[src/rtl/cla_pkg.sv]
// Shared constants and the pipeline token carried between borrow-lookahead stages.
package cla_pkg;

  localparam int WIDTH  = 64;
  localparam int SLICE  = 8;
  localparam int STAGES = WIDTH / SLICE;

  // One in-flight subtraction. Operands are kept shifted so that the slice a
  // stage must resolve always sits in bits [SLICE-1:0]; d fills from the bottom.
  typedef struct packed {
    logic             valid;
    logic [WIDTH-1:0] d;
    logic [WIDTH-1:0] a;
    logic [WIDTH-1:0] b;
    logic             borrow;
    logic             a_sign;
    logic             b_sign;
  } tok_t;

endpackage

[src/rtl/cla_sub_slice8.sv]
// Combinational 8-bit borrow-lookahead slice: d = a - b - bi, bo = borrow out.
module cla_sub_slice8
  import cla_pkg::*;
(
  input  logic [SLICE-1:0] a,
  input  logic [SLICE-1:0] b,
  input  logic             bi,
  output logic [SLICE-1:0] d,
  output logic             bo
);

  logic [SLICE-1:0] g;
  logic [SLICE-1:0] p;
  logic [SLICE:0]   br;
  logic             all_p;
  logic             term;
  logic             sum;

  assign g = ~a & b;
  assign p = ~(a ^ b);

  // Each borrow is expanded to sum-of-products over g/p and bi, no ripple.
  always_comb begin
    br    = '0;
    all_p = 1'b1;
    term  = 1'b0;
    sum   = 1'b0;
    for (int i = 0; i <= SLICE; i++) begin
      all_p = 1'b1;
      for (int j = 0; j < i; j++) all_p = all_p & p[j];
      sum = bi & all_p;
      for (int j = 0; j < i; j++) begin
        term = g[j];
        for (int m = j + 1; m < i; m++) term = term & p[m];
        sum = sum | term;
      end
      br[i] = sum;
    end
  end

  assign d  = a ^ b ^ br[SLICE-1:0];
  assign bo = br[SLICE];

endmodule

[src/rtl/cla_sub_pipe64.sv]
// Pipelined 64-bit borrow-lookahead subtractor: D = A - B - Bin, one 8-bit
// slice resolved per stage, result plus flags registered at the output.
//
// Handshake: a transfer happens on a rising edge where valid & ready are both
// high. The producer holds its payload while valid & !ready; the consumer side
// (out_valid/D/Bout/zero/ovf) is held stable here while out_valid & !out_ready.
// The pipeline uses a global stall: every stage holds when the output is full
// and not being taken.
module cla_sub_pipe64
  import cla_pkg::tok_t;
#(
  parameter int WIDTH = cla_pkg::WIDTH,
  parameter int SLICE = cla_pkg::SLICE
) (
  input  logic             clk,
  input  logic             rst,
  input  logic             in_valid,
  output logic             in_ready,
  input  logic [WIDTH-1:0] A,
  input  logic [WIDTH-1:0] B,
  input  logic             Bin,
  output logic             out_valid,
  input  logic             out_ready,
  output logic [WIDTH-1:0] D,
  output logic             Bout,
  output logic             zero,
  output logic             ovf
);

  localparam int STAGES = WIDTH / SLICE;

  // tok_q[k] is the token waiting for stage k to resolve slice k.
  tok_t             tok_q     [STAGES];
  tok_t             tok_d     [STAGES];
  tok_t             stage_out [STAGES];
  logic [SLICE-1:0] sl_d      [STAGES];
  logic             sl_bo     [STAGES];

  logic             advance;
  logic             out_valid_q;
  logic [WIDTH-1:0] d_q;
  logic             bout_q;
  logic             zero_q;
  logic             ovf_q;
  tok_t             fin;
  logic             zero_d;
  logic             ovf_d;
  logic             unused_tail;

  assign advance  = !out_valid_q | out_ready;
  assign in_ready = advance & !rst;

  for (genvar k = 0; k < STAGES; k++) begin : g_slice
    cla_sub_slice8 u_slice (
      .a  (tok_q[k].a[SLICE-1:0]),
      .b  (tok_q[k].b[SLICE-1:0]),
      .bi (tok_q[k].borrow),
      .d  (sl_d[k]),
      .bo (sl_bo[k])
    );
  end

  // Build each stage's outgoing token and the capture of a new operand pair.
  always_comb begin
    tok_d[0].valid  = in_valid & in_ready;
    tok_d[0].d      = '0;
    tok_d[0].a      = A;
    tok_d[0].b      = B;
    tok_d[0].borrow = Bin;
    tok_d[0].a_sign = A[WIDTH-1];
    tok_d[0].b_sign = B[WIDTH-1];
    for (int k = 0; k < STAGES; k++) begin
      stage_out[k]                    = tok_q[k];
      stage_out[k].d[k*SLICE +: SLICE] = sl_d[k];
      stage_out[k].a                  = tok_q[k].a >> SLICE;
      stage_out[k].b                  = tok_q[k].b >> SLICE;
      stage_out[k].borrow             = sl_bo[k];
    end
    for (int k = 1; k < STAGES; k++) tok_d[k] = stage_out[k-1];
  end

  assign fin         = stage_out[STAGES-1];
  assign zero_d      = (fin.d == '0);
  assign ovf_d       = (fin.a_sign ^ fin.b_sign) & (fin.a_sign ^ fin.d[WIDTH-1]);
  // Operand bits are fully consumed once the last slice is resolved.
  assign unused_tail = ^{fin.a, fin.b};

  // Stage registers and output register advance together or hold together.
  always_ff @(posedge clk) begin
    if (rst) begin
      for (int k = 0; k < STAGES; k++) tok_q[k] <= '0;
      out_valid_q <= 1'b0;
      d_q         <= '0;
      bout_q      <= 1'b0;
      zero_q      <= 1'b0;
      ovf_q       <= 1'b0;
    end else if (advance) begin
      for (int k = 0; k < STAGES; k++) tok_q[k] <= tok_d[k];
      out_valid_q <= fin.valid;
      d_q         <= fin.d;
      bout_q      <= fin.borrow;
      zero_q      <= zero_d;
      ovf_q       <= ovf_d;
    end
  end

  assign out_valid = out_valid_q;
  assign D         = d_q;
  assign Bout      = bout_q;
  assign zero      = zero_q;
  assign ovf       = ovf_q;

endmodule

[config.mk]
export PLATFORM = sky130hd
export DESIGN_NAME = cla_sub_pipe64
export DESIGN_NICKNAME = d
export VERILOG_FILES = /design/src/rtl/cla_pkg.sv /design/src/rtl/cla_sub_slice8.sv /design/src/rtl/cla_sub_pipe64.sv
export SDC_FILE = /design/constraint.sdc
export NUM_CORES = 1
export LEC_CHECK = 0
export CAP_MARGIN = 30
export CORE_MARGIN = 10
export CORE_UTILIZATION = 43
export DETAILED_ROUTE_END_ITERATION = 16
export PLACE_DENSITY = 0.67
export SLEW_MARGIN = 25
export SYNTH_ARGS = -nofsm -noshare
export SYNTH_HDL_FRONTEND = slang
export SYNTH_SLANG_ARGS = --single-unit
[constraint.sdc]
create_clock -name clk -period 17.9 [get_ports clk]
set_clock_uncertainty 0.05 [all_clocks]
set_input_delay 1.79 -clock clk [delete_from_list [all_inputs] [get_ports clk]]
set_output_delay 1.79 -clock clk [all_outputs]
set_load 0.01 [all_outputs]
# Word-level counts from Yosys, hierarchy flattened
# Memories as Yosys holds them, arrays and structs flattened.
# Cells that the tools add are included.
dict set report totals {
  ff_bits 68
  ram_bits 1568
  inputBits 133
  memories 1
}
dict set report classes {
  n_mux 13
  n_bitwise 686
  n_reduce_logical 3
}
# name depth width rd rd_clocked_by_memory_dff wr line_no
set mem_list {}
lappend mem_list {tok_q 8 196 8 0 8 cla_sub_pipe64.sv:33} ;# tok_t tok_q [STAGES];
# cell count
set ops {}
lappend ops {{$mux W196} 8}
lappend ops {{$and A1 B1 Y1} 347}
lappend ops {{$or A1 B1 Y1} 297}
lappend ops {{$not A8 Y8} 16}
lappend ops {{$xor A8 B8 Y8} 16}
lappend ops {{$and A8 B8 Y8} 8}
lappend ops {{$logic_not A64 Y1} 1}
lappend ops {{$mux W1} 5}
lappend ops {{$logic_not A1 Y1} 2}
lappend ops {{$xor A1 B1 Y1} 2}

# Logic depth before layout (Yosys ltp)
# Gate-level depths: netlist of run 1.
# An unclocked memory read counts as a cell.
dict set report depth {
  depth_word 20
  mapped_depth 8
  ltp_nobuf 8
}

# Hierarchy
# From an unflattened synthesis of run 1, not the netlist that was laid out.
dict set report unflattened {
  cells_unflattened 2253
  hier_area_um2 34833.4
}
# mod instances cells_each area_each_um2 seq_area_each_um2
set by_module_without_submodules {}
lappend by_module_without_submodules {cla_sub_pipe64 1 1905 32188.4 25864.8}
lappend by_module_without_submodules {{cla_sub_slice8 (g_slice[0].u_slice ...)} 7 43 324.1 0.0}
lappend by_module_without_submodules {{cla_sub_slice8 (g_slice[7].u_slice)} 1 47 376.6 0.0}

# Least setup slack after synthesis of run 1
# OpenSTA, ideal clock, no wires.
dict set report synth_path {
  path_type {input -> register}
  startpoint {input port out_ready}
  endpoint {memory tok_q[0][100] (netlist name), enable pin}
  setup_time_ns 1.153
  arrival_time_ns 17.986
  t_required_ns 16.697
  setup_slack_ns -1.289
  cell_stages 5
  n_path_buf 2
  cell_sequence {nand2b_1 -> nor2_1 -> buf_2 -> buf_1 -> inv_1}
}
# element line_no
set synth_rtl {}
lappend synth_rtl {{from (decl)} cla_sub_pipe64.sv:23} ;# input logic out_ready,
lappend synth_rtl {{to (decl)} cla_sub_pipe64.sv:33}

# Worst setup path in the final report of run 1
dict set report layout_path {
  startpoint {input port out_ready}
  endpoint {output port in_ready}
}
dict set report layout_via {
  elab_chain_len 2
}
# element line_no
set layout_lines {}
lappend layout_lines {{$or A1 B1 Y1} cla_sub_pipe64.sv:50} ;# assign advance = !out_valid_q | out_ready;
lappend layout_lines {{$and A1 B1 Y1} cla_sub_pipe64.sv:51} ;# assign in_ready = advance & !rst;
lappend layout_lines {{to (decl)} cla_sub_pipe64.sv:18} ;# output logic in_ready,
# Every way passes these cells.

==> impl_metrics.csv, run 1 <==
group,metric,value,unit
run_status,status,"finished, final reports clean",
power,power.density,108,mW/mm2
setup_path,startpoint_type,"primary input",
place,routabilityCongestion,0.768,
cts,clk-insertion-delay-late,0.63,ns
timing,grt_setup_unrepaired,"false",
power,seq_power_share,53.0,%
synth,netlist_area,0.0345,mm2
grt,antenna_found_initial,1,
floorplan,start_util,43.5,%
setup_path,crit_path_end_kind,"primary output",
grt,gr-usage-all-layers,11.8,%
cells_and_area,nFillCells,6467,
floorplan,ioPinCount,202,
floorplan,dieArea,0.0920,mm2
route,via_per_inst,4.60,
synth,synth_edf_count,816,
hold_path,hold_path.class,"reg2reg",
cts,cts_buffers,86,
setup_path,crit_arrival,3.76,ns
route,first_pass_iters,5,
power,swShare,19.4,%
grt,overflow,0,
cts,cts_resized,0,
power,pwr-share-comb,4.4,%
cts,post_cts_buffers,0,
timing,relSlewSlack,27.0,%
synth,synthFlopType,"edfxtp_1",
floorplan,core_area,0.0793,mm2
timing,finalSetupViolCount,0,
synth,synth_cell_types,38,
timing,slew_violations,0,
timing,final-hold-violation-count,0,
cells_and_area,area_delta_synth_final,18.1,%
power,switchingPower,0.000856,W
timing,fin_crit_sh,31.3,%
power,pwr-share-clk,42.6,%
cts,ctsHtreeMaxLevel,3,
synth,synth_nets,2463,
grt,grt_pass1_wl,88300,um
route,ant_nets,0,
floorplan,num_rows,103,
cells_and_area,mostFrequentLayoutCells,"edfxtp_1, and2_1, clkdlybuf4s50_1, nor2b_1, inv_1",
grt,grt_max_degree,321,
route,vias,16500,
floorplan,dieWidth,303,um
power,p_total,0.00441,W
cells_and_area,multi_input_area,0.00789,mm2
synth,synth_async_sr_flop_share,0,%
floorplan,fp.dieH,303,um
synth,yosysSeqAreaShare,74.9,%
cells_and_area,seq_area,0.0259,mm2
cts,clock_sink_count,884,
power,power_leakage,16.4,nW
route,drc,0,
route,initialDrtViolationCount,1000,
setup_path,worst-setup-path-type,"in2out",
cts,root_buffer,"clkbuf_16",
cells_and_area,final_util,51.4,%
cells_and_area,final_common_cell,"edfxtp_1",
setup_path,worst-path-max-fanout,87,
synth,syn_avg_cell_area,15.3,um2
synth,synth_cells,2258,
place,placed_area,0.0376,mm2
timing,period_minus_slack,5.60,ns
route,routedWlPerCell,15.2,um
power,p_int,0.00356,W
cells_and_area,final_area,0.0408,mm2
cts,clkTransAtPathRegs,0.06,ns
power,ir_worst_vdd,74.1,uV
place,port_buffers,201,
place,dp_hpwl,33200,um
cells_and_area,nets,2664,
job,max_cap_violations,0,
route,totalWireLength,54400,um
cts,clk_path_buf_depth,3,
cells_and_area,drive_above_1_share,6.48,%
timing,tightestPinTransition,1.10,ns
synth,synth.ff_latch_count,884,
synth,ys_warn_count,0,
setup_path,crit_required,16.06,ns
cts,cts_tree,"done",
grt,grt_pass1_vias,16800,
timing,fmax,178,MHz
cts,hold_buffers,0,
timing,fin_tns_setup,0,ns
## final timing paths
| check | start | end | slack (ns) | cells past startpoint |
|---|---|---|---|---|
| worst min register to register | D[56] | D[56] | 0.40 | 2 |
| worst max register to register | out_valid | tok_q[0][302] | 14.42 | 7 |
| worst min-delay path | D[56] | D[56] | 0.40 | 2 |
| worst max-delay path | out_ready | in_ready | 12.30 | 5 |
## sequential cells by signal (all words and copies together), names as in the netlist
name / count
tok_q: 816
D: 64
Bout: 1
out_valid: 1
ovf: 1
zero: 1
## synthesized netlist by cell type, types with 7 or more instances
cell type / n / area (um2)
ha_1: 64 / 801
xnor2_1: 25 / 219
o31ai_1: 7 / 52.6
nor2b_1: 140 / 876
or3_1: 14 / 87.6
and2_1: 620 / 3880
nor2_1: 57 / 214
fa_1: 8 / 160
clkbuf_1: 92 / 345
dfxtp_1: 68 / 1360
a22o_1: 61 / 534
a21oi_1: 46 / 230
inv_1: 97 / 364
a21o_1: 7 / 52.6
nor3_1: 20 / 100
o21a_1: 20 / 150
buf_2: 9 / 45.0
o21ai_0: 18 / 90.1
xor2_1: 11 / 96.3
nand2_1: 13 / 48.8
edfxtp_1: 816 / 24500
nor4_1: 14 / 87.6
## through the flow
stage	std cells	worst slack [ns]	hold WS, ns
3_3_place_gp	3416	12.19	0.393
2_1_floorplan	2258	2.36	0.409
5_1_grt	3583	12.18	0.430
6_report	3583	12.30	0.402
4_1_cts	3578	12.26	0.406
3_5_place_dp	3417	12.26	0.392
## worst max-delay path, stage by stage
cell	delay, ns
clkdlybuf4s50_1	0.45
nand2b_1	0.30
nand2b_2	0.17
inv_8	0.32
clkdlybuf4s50_1	0.64
## layout make-up
cell class,count,area share (%)
sequential,884,63.4
multi-input combinational,1171,19.3
clock buffer,110,6.00
timing repair buffer,218,5.62
tap,1050,3.22
clock inverter,51,1.42
inverter,98,0.930
antenna,1,0.00614
## logic make-up (layout without fill, tap and decap cells)
family	after synthesis	after routing	share of synthesized area [%]
simple gates	896	896	15.7
flops	884	884	74.9
buf+inv	203	477	2.24
compound gates	167	167	3.45
fa+ha+maj	72	72	2.78
xor+xnor	36	36	0.913
other cells	0	1	0
## per-layer routing
layer	routed length [um]	part of all wire, %	track usage (%)	vias up
li1	-	-	-	8292
met1	24500	45	15.3	7796
met2	26300	48	19.3	273
met3	2080	3.8	2.17	109
met4	1550	2.9	4.70	0
met5	0	0	0	-
## power by group through the flow
stage	logic, W	clock network, W	registers (W)
floorplan	0.000123	0	0.00238
global placement	0.000190	0	0.00238
detailed placement	0.000195	0	0.00239
CTS	0.000196	0.00193	0.00234
global route	0.000218	0.00202	0.00235
finish	0.000192	0.00188	0.00234
No activity file was read; power rests on OpenSTA's default activity.
==> run 2: changes to the inputs <==
--- a/config.mk
+++ b/config.mk
@@ -9,7 +9,7 @@
 export CORE_MARGIN = 10
 export CORE_UTILIZATION = 43
 export DETAILED_ROUTE_END_ITERATION = 16
-export PLACE_DENSITY = 0.67
+export PLACE_DENSITY = 0.65
 export SLEW_MARGIN = 25
 export SYNTH_ARGS = -nofsm -noshare
 export SYNTH_HDL_FRONTEND = slang
==> constraint.sdc (replaced) <==
create_clock -name clk -period 5.3 [get_ports clk]
set_clock_uncertainty 0.05 [all_clocks]
set_input_delay 0.53 -clock clk [delete_from_list [all_inputs] [get_ports clk]]
set_output_delay 0.53 -clock clk [all_outputs]
set_load 0.01 [all_outputs]
==> impl_metrics.csv, run 2 (synthesized netlist as in run 1, its figures left out) <==
group,metric,value,unit
setup_path,cpMostUsedCell,"clkdlybuf4s50_1",
hold_path,hp-start,"rst",
route,first_pass_iters,4,
timing,slew_violations,0,
grt,grt_max_degree,242,
grt,gr-usage-all-layers,11.8,%
power,pwr-share-clk,42.3,%
timing,finalSetupViolCount,0,
floorplan,dieWidth,303,um
route,totalWireLength,54200,um
timing,tightestPinTransition,1.03,ns
setup_path,crit_arrival,2.26,ns
place,routabilityCongestion,0.759,
cells_and_area,num_antenna_cells,0,
setup_path,crit_required,4.72,ns
cells_and_area,largest-register,"tok_q",
cts,clk-insertion-delay-late,0.63,ns
power,switchingPower,0.00293,W
place,dp_hpwl,33400,um
cts,root_buffer,"clkbuf_16",
hold_path,hold_path.class,"in2reg",
grt,top_usage_layer,"met2",
cts,cts_resized,0,
route,routedWlPerCell,15.1,um
cts,cts_buffers,89,
setup_path,cp_slowest_cell,"clkdlybuf4s50_1",
cells_and_area,final_common_cell,"edfxtp_1",
cts,clkTransAtPathRegs,0.06,ns
timing,period_minus_slack,2.84,ns
setup_path,worst-path-max-fanout,82,
cells_and_area,drive_above_1_share,6.23,%
hold_path,hold_depth,2,
timing,fin_crit_sh,53.6,%
power,ir_worst_vdd,249,uV
power,power_leakage,16.4,nW
cts,post_cts_buffers,0,
cts,clock_sink_count,884,
power,p_int,0.0119,W
power,power.density,364,mW/mm2
cells_and_area,nFillCells,6440,
cells_and_area,mostFrequentLayoutCells,"edfxtp_1, and2_1, clkdlybuf4s50_1, nor2b_1, inv_1",
timing,grt_setup_unrepaired,"false",
setup_path,worst-setup-path-type,"in2out",
grt,grt_pass1_vias,17000,
timing,relSlewSlack,31.0,%
setup_path,cpPeakStageDelay,0.63,ns
floorplan,core_area,0.0793,mm2
cts,clk_path_buf_depth,3,
place,preCtsSetupSlack,2.24,ns
power,seq_power_share,53.4,%
route,drc,0,
cells_and_area,area_delta_synth_final,17.8,%
route,via_per_inst,4.58,
grt,grtUsageMet3,2.54,%
power,swShare,19.8,%
setup_path,startpoint_type,"primary input",
power,p_total,0.0148,W
setup_path,crit_path_start,"out_ready",
floorplan,dieArea,0.0920,mm2
setup_path,path_cells,"clkdlybuf4s50_1 > nand2b_4 > nand2b_2 > inv_8 > clkdlybuf4s50_1",
timing,hold_ws,0.346,ns
place,port_buffers,201,
cts,cts_tree,"done",
route,vias,16400,
cts,hold_buffers,0,
setup_path,crit_path_end_kind,"primary output",
route,initialDrtViolationCount,1005,
floorplan,fp.dieH,303,um
run_status,status,"finished, final reports clean",
power,pwr-share-comb,4.3,%
grt,overflow,0,
grt,use_met2,19.6,%
floorplan,num_rows,103,
setup_path,r2r-start,"out_valid",
setup_path,ff2ff_path_depth,4,
floorplan,ioPinCount,202,
grt,grt_pass1_wl,88100,um
cells_and_area,final_area,0.0407,mm2
timing,final-hold-violation-count,0,
job,max_cap_violations,0,
grt,grt_util_met1,14.8,%
timing,fmax,352,MHz
cells_and_area,nets,2667,
cells_and_area,largest_register_ffs,816,
cts,ctsHtreeMaxLevel,3,
floorplan,start_util,43.5,%
grt,antenna_found_initial,0,
route,ant_nets,0,
place,placed_area,0.0377,mm2
timing,worst_slack,2.46,ns
-- run 2: changes by cell type in the layout (fill, tap and decap cells not counted), sizes merged --
cell	before	now
bufinv	12	9
clkinv	32	28
diode	1	0
clkbuf	110	123
clkinvlp	5	4
-- run 2: per-stage QoR --
step / std cells / utilization (%) / TNS [ns]
2_1_floorplan: 2258 / - / -6951.14
3_3_place_gp: 3420 / 47.5 / 0
3_5_place_dp: 3421 / 47.6 / 0
4_1_cts: 3587 / 51.3 / 0
5_1_grt: 3587 / 51.3 / 0
6_report: 3587 / 51.3 / 0
-- run 2: area by class of cell --
class / count / area (um2) / share of cell area, %
Clock buffer: 123 / 2480 / 6.10
Clock inverter: 43 / 478 / 1.18
Inverter: 98 / 379 / 0.932
Multi-Input combinational cell: 1171 / 7900 / 19.4
Sequential cell: 884 / 25900 / 63.6
Tap cell: 1050 / 1310 / 3.23
Timing Repair Buffer: 218 / 2240 / 5.51
-- run 2: routing by layer --
| metal | vias to the layer above | wire length (um) |
|---|---|---|
| met1 | 7801 | 24200 |
| met3 | 97 | 2230 |
| met4 | 0 | 1600 |
| met2 | 236 | 26200 |
| li1 | 8300 | - |
| met5 | - | 0 |
-- run 2: power by group through the flow --
| stage | clock network (W) | registers [W] | logic (W) |
|---|---|---|---|
| 6_report | 0.00627 | 0.00791 | 0.000642 |
| 3_5_place_dp | 0 | 0.00806 | 0.000655 |
| 3_3_place_gp | 0 | 0.00805 | 0.000638 |
| 5_1_grt | 0.00673 | 0.00793 | 0.000727 |
| 4_1_cts | 0.00645 | 0.00791 | 0.000658 |
| 2_1_floorplan | 0 | 0.00803 | 0.000414 |
-- run 2: worst paths after layout --
path                                endpoint  slack [ns]
worst max-delay path                in_ready        2.46
worst min-delay path               out_valid        0.35
worst max register to register  tok_q[0][45]        2.98
worst min register to register         D[63]        0.42
-- run 2: worst max-delay path: cells and delay by family --
kind / cells / cell delay [ns]
buffers and inverters: 3 / 1.41
and+or+nand+nor: 2 / 0.27
==> run 3: changes to the inputs <==
==> constraint.sdc (replaced) <==
create_clock -name clk -period 3 [get_ports clk]
set_clock_uncertainty 0.05 [all_clocks]
set_input_delay 0.3 -clock clk [delete_from_list [all_inputs] [get_ports clk]]
set_output_delay 0.3 -clock clk [all_outputs]
set_load 0.01 [all_outputs]
==> impl_metrics.csv, run 3 (synthesized netlist as in run 1, its figures left out) <==
group,metric,value,unit
cts,root_buffer,"clkbuf_16",
floorplan,dieArea,0.0920,mm2
run_status,status,"finished, final reports clean",
setup_path,startpoint_type,"primary input",
power,power_leakage,16.5,nW
timing,fmax,416,MHz
place,dp.cells,3441,
floorplan,num_rows,103,
setup_path,crit_arrival,2.06,ns
timing,fin_tns_setup,0,ns
cells_and_area,drive_above_1_share,7.47,%
cells_and_area,num_antenna_cells,0,
cells_and_area,final_common_cell,"edfxtp_1",
setup_path,cpPeakStageDelay,0.59,ns
power,ir_worst_vdd,459,uV
timing,final-hold-violation-count,0,
cells_and_area,nFillCells,6501,
grt,gr-usage-all-layers,12.0,%
cells_and_area,area_delta_synth_final,18.7,%
grt,antenna_found_initial,1,
job,max_cap_violations,0,
floorplan,dieWidth,303,um
place,placed_area,0.0380,mm2
route,initialDrtViolationCount,876,
hold_path,hold_path.class,"in2reg",
place,routabilityCongestion,0.756,
cells_and_area,final_cells,3608,
route,vias,16500,
setup_path,worst-path-max-fanout,25,
power,power.density,639,mW/mm2
setup_path,cp_num_buf_inv,4,
timing,grt_setup_unrepaired,"false",
grt,grt_max_degree,175,
timing,relSlewSlack,44.7,%
cells_and_area,largest_register_ffs,816,
route,first_pass_iters,5,
route,via_per_inst,4.58,
timing,hold_ws,0.274,ns
cells_and_area,mostFrequentLayoutCells,"edfxtp_1, and2_1, clkdlybuf4s50_1, nor2b_1, inv_1",
floorplan,fp.dieH,303,um
place,port_buffers,201,
timing,fin_crit_sh,80.2,%
timing,slew_violations,0,
cells_and_area,final_util,51.7,%
route,totalWireLength,55300,um
cts,clk_path_buf_depth,3,
route,ant_nets,0,
cells_and_area,final_area,0.0410,mm2
route,drc,0,
timing,finalSetupViolCount,0,
setup_path,crit_path_end_kind,"primary output",
grt,overflow,0,
place,dp_hpwl,35400,um
cts,clkTransAtPathRegs,0.06,ns
setup_path,cp_slowest_cell,"clkdlybuf4s50_1",
grt,grt_pass1_vias,17200,
route,routedWlPerCell,15.3,um
timing,period_minus_slack,2.41,ns
setup_path,crit_required,2.65,ns
cts,clock_sink_count,884,
floorplan,core_area,0.0793,mm2
setup_path,path_cells,"dlygate4sd3_1 > buf_6 > nand2b_2 > inv_8 > clkdlybuf4s50_1",
floorplan,ioPinCount,202,
setup_path,crit_family,"buffers and inverters",
cells_and_area,largest-register,"tok_q",
cts,clk-insertion-delay-late,0.63,ns
cts,ctsHtreeMaxLevel,3,
cts,cts_tree,"done",
grt,grt_pass1_wl,89400,um
cells_and_area,nets,2688,
timing,tightestPinTransition,0.829,ns
cts,cts_buffers,89,
setup_path,worst-setup-path-type,"in2out",
floorplan,start_util,43.5,%
## run 3: final timing paths
check / start / endpoint / slack [ns] / cells after the start
max reg2reg: tok_q[1][590] / zero / 0.73 / 7
min reg2reg: D[26] / D[26] / 0.42 / 1
max: rst / in_ready / 0.59 / 5
min: B[32] / tok_q[0][35] / 0.27 / 2
## run 3: routing by layer
metal	global-route usage (%)	part of all wire [%]	vias to the layer above
li1	-	-	8352
met1	14.6	43	7800
met2	20.8	50	264
met3	2.45	3.8	99
met4	4.48	2.5	0
met5	0	0	-
## run 3: final cells by class
class | count | area, um2 | share of cell area (%)
clock inverters | 65 | 656 | 1.60
inverters | 98 | 379 | 0.925
clock buffers | 101 | 2310 | 5.64
multi-input cells | 1171 | 7900 | 19.3
well taps | 1050 | 1310 | 3.21
flip-flops and latches | 884 | 25900 | 63.1
repair buffers | 239 | 2560 | 6.25
## run 3: power by group
part | internal [W] | switching [W]
registers | 0.0138 | 0.000131
logic | 0.000595 | 0.000557
clock network | 0.00652 | 0.00454
## run 3: timing repair
action,CTS,global route
setup buffers,0,0
endpoints found under the hold margin,3,0
hold buffers,1,0
gates resized for setup,0,0
## run 3: stage by stage
stage | total power (W) | setup slack [ns]
finish | 0.0262 | 0.595
global route | 0.0272 | 0.531
global placement | 0.0154 | 0.694
floorplan | 0.0149 | -10.59
CTS | 0.0266 | 0.540
detailed placement | 0.0154 | 0.691
